--- src/rtl/pc_redirect_unit.sv ---
// Fetch PC generator with taken-branch redirect, stall parking and a multi-cycle flush.
// Optional `REDIRECT_STATS_EN adds a saturating redirect_count output.
module pc_redirect_unit #(
  parameter logic [31:0] RESET_PC     = 32'h0000_0000,
  parameter int          FLUSH_CYCLES = 2
) (
  input  logic        clk,
  input  logic        reset,
  input  logic        stall,
  input  logic        br_taken,
  input  logic [31:0] br_target,
  output logic [31:0] pc,
  output logic        pc_valid,
  output logic        flush,
  output logic        redirect_pending,
  output logic        misaligned
`ifdef REDIRECT_STATS_EN
  ,
  output logic [31:0] redirect_count
`endif
);

  localparam int             CW       = $clog2(FLUSH_CYCLES + 1);
  localparam logic [CW-1:0]  CNT_INIT = CW'(FLUSH_CYCLES - 1);

  typedef enum logic [1:0] {RUN, PEND, FLUSH} state_t;

  state_t        state, state_nxt;
  logic [31:0]   pc_nxt;
  logic [31:0]   pend_target, pend_nxt;
  logic [CW-1:0] cnt, cnt_nxt;
  logic          mis_nxt;
  logic          tgt_aligned;

  function automatic logic [31:0] pc_inc(input logic [31:0] a);
    return a + 32'd4;
  endfunction

  assign tgt_aligned = (br_target[1:0] == 2'b00);

  always_ff @(posedge clk or negedge reset) begin
    if (!reset) begin
      state       <= RUN;
      pc          <= RESET_PC;
      cnt         <= '0;
      pend_target <= '0;
      misaligned  <= 1'b0;
    end else begin
      state       <= state_nxt;
      pc          <= pc_nxt;
      cnt         <= cnt_nxt;
      pend_target <= pend_nxt;
      misaligned  <= mis_nxt;
    end
  end

  // Younger br_taken seen in PEND/FLUSH is wrong-path and is deliberately ignored.
  always_comb begin
    state_nxt = state;
    pc_nxt    = pc;
    cnt_nxt   = cnt;
    pend_nxt  = pend_target;
    mis_nxt   = 1'b0;
    case (state)
      RUN: begin
        if (br_taken && !tgt_aligned)
          mis_nxt = 1'b1;
        if (br_taken && tgt_aligned) begin
          if (stall) begin
            pend_nxt  = br_target;
            state_nxt = PEND;
          end else begin
            pc_nxt    = br_target;
            cnt_nxt   = CNT_INIT;
            state_nxt = FLUSH;
          end
        end else if (!stall) begin
          pc_nxt = pc_inc(pc);
        end
      end
      PEND: begin
        if (!stall) begin
          pc_nxt    = pend_target;
          cnt_nxt   = CNT_INIT;
          state_nxt = FLUSH;
        end
      end
      FLUSH: begin
        if (!stall) begin
          pc_nxt = pc_inc(pc);
          if (cnt == '0)
            state_nxt = RUN;
          else
            cnt_nxt = cnt - 1'b1;
        end
      end
      default: state_nxt = RUN;
    endcase
  end

  assign flush            = (state == FLUSH) || (state == PEND);
  assign redirect_pending = (state == PEND);
  assign pc_valid         = reset && !stall && (state != PEND);

`ifdef REDIRECT_STATS_EN
  logic load_tgt;

  assign load_tgt = !stall &&
                    (((state == RUN) && br_taken && tgt_aligned) || (state == PEND));

  always_ff @(posedge clk or negedge reset) begin
    if (!reset)
      redirect_count <= '0;
    else if (load_tgt && (redirect_count != 32'hFFFF_FFFF))
      redirect_count <= redirect_count + 32'd1;
  end
`endif

endmodule

--- config.mk ---
export PLATFORM = sky130hd
export DESIGN_NAME = pc_redirect_unit
export DESIGN_NICKNAME = d
export VERILOG_FILES = /design/src/rtl/pc_redirect_unit.sv
export SDC_FILE = /design/constraint.sdc
export NUM_CORES = 1
export LEC_CHECK = 0
export ABC_AREA = 1
export CAP_MARGIN = 40
export CELL_PAD_IN_SITES_DETAIL_PLACEMENT = 0
export CELL_PAD_IN_SITES_GLOBAL_PLACEMENT = 1
export CORE_ASPECT_RATIO = 1.4
export CORE_MARGIN = 2
export CORE_UTILIZATION = 30
export CTS_CLUSTER_DIAMETER = 40
export DETAILED_ROUTE_END_ITERATION = 12
export GPL_TIMING_DRIVEN = 0
export PLACE_DENSITY_LB_ADDON = 0.15
export SETUP_SLACK_MARGIN = 0.2
export SYNTH_ARGS = -nofsm -noshare
export SYNTH_HDL_FRONTEND = slang
export SYNTH_SLANG_ARGS = --single-unit
export TNS_END_PERCENT = 5
--- constraint.sdc ---
create_clock -name clk -period 2.3 [get_ports clk]
set_input_delay 0.345 -clock clk [delete_from_list [all_inputs] [get_ports clk]]
set_output_delay 0.345 -clock clk [all_outputs]
set_load 0.1 [all_outputs]
==> run_results.csv <==
group,metric,value,unit
outcome,status,"completed",
clock_network,root_buffer,"clkbuf_16",
detailed_routing,wl_per_cell,16.3,µm
layout,drive_gt1_share,19.9,%
clock_network,cts_made_buffers,9,
synthesis,ys_seq_area_share,42.6,%
placement,portBuffers,70,
die,start_util,30.6,%
synthesis,netlist_area,4050,µm²
clock_network,cts_max_level,3,
timing,setup_viol,0,
timing,tightest_slew,0.496,ns
synthesis,syn_area_per_cell,7.76,µm²
power,powerDensity,1690,nW/µm²
timing,finalCritPeriodShare,93.1,%
die,dieArea,14500,µm²
placement,gp_congestion,0.807,
placement,place_area,5560,µm²
critical_path,cp.required,1.96,ns
critical_path,worst_setup_path_start_kind,"register",
layout,nFillCells,1365,
detailed_routing,drt_iter0_drc,235,
min_path,hold_path.class,"input pin to asynchronous set/reset pin",
clock_network,cts.sinks,69,
synthesis,syn_nets,564,
clock_network,clock_path_buffers,2,
grt,antenna_found_initial,0,
detailed_routing,dr.pass1.iters,4,
detailed_routing,vias,3981,
layout,fin_area,6000,µm²
timing,hold_viol,0,
die,io_pins,72,
synthesis,ys_types,39,
timing,slew_headroom,66.7,%
grt,grt.total_usage,19.6,%
die,die_y,142,µm
die,rows,50,
timing,final.setup_skew,0.00677,ns
power,cellLeakagePower,2.77,nW
detailed_routing,final_antenna_net_count,0,
layout,layout.nets,686,
power,ir_drop,0.00116,V
synthesis,netlist_instances,522,
critical_path,end_kind,"output pin",
synthesis,yosys_warnings,0,
timing,finalCriticalPeriod,2.14,ns
clock_network,clk_pin_slew,0.05,ns
timing,grt_setup_unrepaired,"true",
layout,antenna_cells,0,
timing,slew_violations,0,
grt,grt_pass1_wl,21200,µm
die,die_w,102,µm
run,max_cap_violations,0,
grt,grt-ovfl-total,0,
clock_network,insertion_delay,0.34,ns
critical_path,crit_type,"register to output pin",
die,core,13300,µm²
critical_path,critPathMaxFanout,5,
detailed_routing,vias_per_cell,4.80,
placement,dp.final_hpwl,9950,µm
synthesis,synth-seq-cells,69,
detailed_routing,wl,13500,µm
grt,first_global_vias,3844,
timing,timing.fmax,0.467,GHz
clock_network,cts_tree,"built",
layout,fin_util,45.3,%
critical_path,cp_data_arrival_time,1.80,ns
detailed_routing,drcViolationCount,0,
layout,syn2layout_area_growth,48.2,%
grt,grt_max_degree,43,
area by class of cell:
class / count / area, µm² / share of cell area [%]
tap: 182 / 228 / 3.79
timing repair buffer: 111 / 1360 / 22.7
clock inverter: 1 / 30.0 / 0.500
multi-input combinational: 363 / 2010 / 33.4
sequential: 69 / 1730 / 28.8
inverter: 70 / 270 / 4.50
clock buffer: 14 / 264 / 4.40
buffer: 20 / 116 / 1.94
repair_timing:
action	in CTS	in global routing
resized for setup	5	31
cloned	0	0
hold buffers	3	0
endpoints found under the setup margin	24	34
hold endpoints to repair	27	0
buffers inserted	1	0
pin swaps	0	1
sequential cells by signal, summed over array words and instances, names as in the netlist:
register,count
pc,32
cnt,2
state,2
misaligned,1
pend_target,32
through the flow:
step                      setup slack, ns  instances  power (W)  TNS, ns  hold slack, ns
after floorplan                   -0.0387        522    0.00618  -0.0696          0.0494
after global placement              -3.16        774    0.00764  -132.07           0.450
after detailed placement           -0.157        811    0.00862    -1.33           0.310
after CTS                          0.0368        830     0.0101        0          0.0256
after global routing               0.0869        830     0.0108        0          0.0333
final                               0.159        830     0.0102        0          0.0259
cells in the mapped netlist:
library cell  number  area [µm²]
nand2_1          124         465
dfrtp_1           69        1730
inv_1             66         248
o21ai_0           62         310
nor2_1            33         124
nand3_1           22         110
a21oi_1           20         100
mux2_2            13         146
a221oi_1          12         105
buf_2             10        50.1
nand4_1           10        62.6
nor2_2             8        50.1
nor3_1             8        40.0
a22oi_1            7        52.6
clkbuf_1           7        26.3
nand2_2            7        43.8
ha_1               6        75.1
nor2_4             5        56.3
o21ai_1            5        25.0
inv_2              3        11.3
nand2_4            3        33.8
a21oi_2            2        17.5
nor3_2             2        20.0
o22ai_1            2        12.5
or2_2              2        12.5
a211oi_1           1        7.51
a31oi_1            1        6.26
buf_1              1        3.75
buf_6              1        11.3
clkbuf_2           1        5.00
clkinv_4           1        8.76
nand3_2            1        10.0
nor2_8             1        20.0
nor4_1             1        6.26
o211ai_1           1        7.51
o21ai_2            1        8.76
o21ai_4            1        16.3
o21bai_1           1        7.51
xor2_1             1        8.76
cell families after synthesis:
| kind of cell | count (synthesis) | share of synthesized area, % |
|---|---|---|
| and+or+nand+nor | 227 | 26.0 |
| AOI/OAI and AO/OA | 116 | 16.7 |
| buffers and inverters | 90 | 8.98 |
| DFF | 69 | 42.6 |
| muxes | 13 | 3.61 |
| adders and majority gates | 6 | 1.85 |
| xor gates and xnor gates | 1 | 0.216 |
metal layers:
layer	routed length, µm	up-vias	global-route usage [%]	share of wire [%]
met5	0	-	0	0
met4	248	0	6.25	1.8
met3	462	15	3.50	3.4
met2	6950	88	32.5	51
met1	5870	1913	25.7	43
li1	-	1965	-	-
power by group:
part	total [W]	internal, W	switching (W)
Combinational	0.00647	0.00229	0.00417
Sequential	0.00227	0.00177	0.000497
Clock	0.00142	0.000895	0.000526
Total	0.0102	0.00496	0.00520
worst max-delay path, stage by stage, from the launching register on:
cell             delay, ns
dfrtp_1               0.39
inv_1                 0.09
ha_2                  0.24
clkdlybuf4s50_1       0.56
buf_12                0.19
worst paths after layout:
path / from / endpoint / slack (ns) / cells after the start
max in group asynchronous: reset / state[1]$_DFFE_PN0P_ / 1.99 / 3
min: reset / pc[11]$_DFFE_PN0P_ / 0.03 / 3
max: state[1]$_DFFE_PN0P_ / redirect_pending / 0.16 / 4
min in group clk: stall / state[0]$_DFFE_PN0P_ / 0.38 / 3
min reg2reg: pend_target[1]$_DFFE_PN0P_ / pend_target[1]$_DFFE_PN0P_ / 0.47 / 2
max reg2reg: state[0]$_DFFE_PN0P_ / pc[19]$_DFFE_PN0P_ / 0.22 / 9
cells in the final DEF, fill, tap and decap left out, drive strengths merged, types with 2 or more instances in the layout:
| cell | n |
|---|---|
| nand2 | 134 |
| dfrtp | 69 |
| inv | 69 |
| o21ai | 69 |
| clkdlybuf4s50 | 67 |
| buf | 53 |
| nor2 | 47 |
| nand3 | 23 |
| clkbuf | 23 |
| a21oi | 22 |
| mux2 | 13 |
| a221oi | 12 |
| nand4 | 10 |
| nor3 | 10 |
| a22oi | 7 |
| ha | 6 |
| or2 | 2 |
| o22ai | 2 |
(Power assumes the default switching activity.)
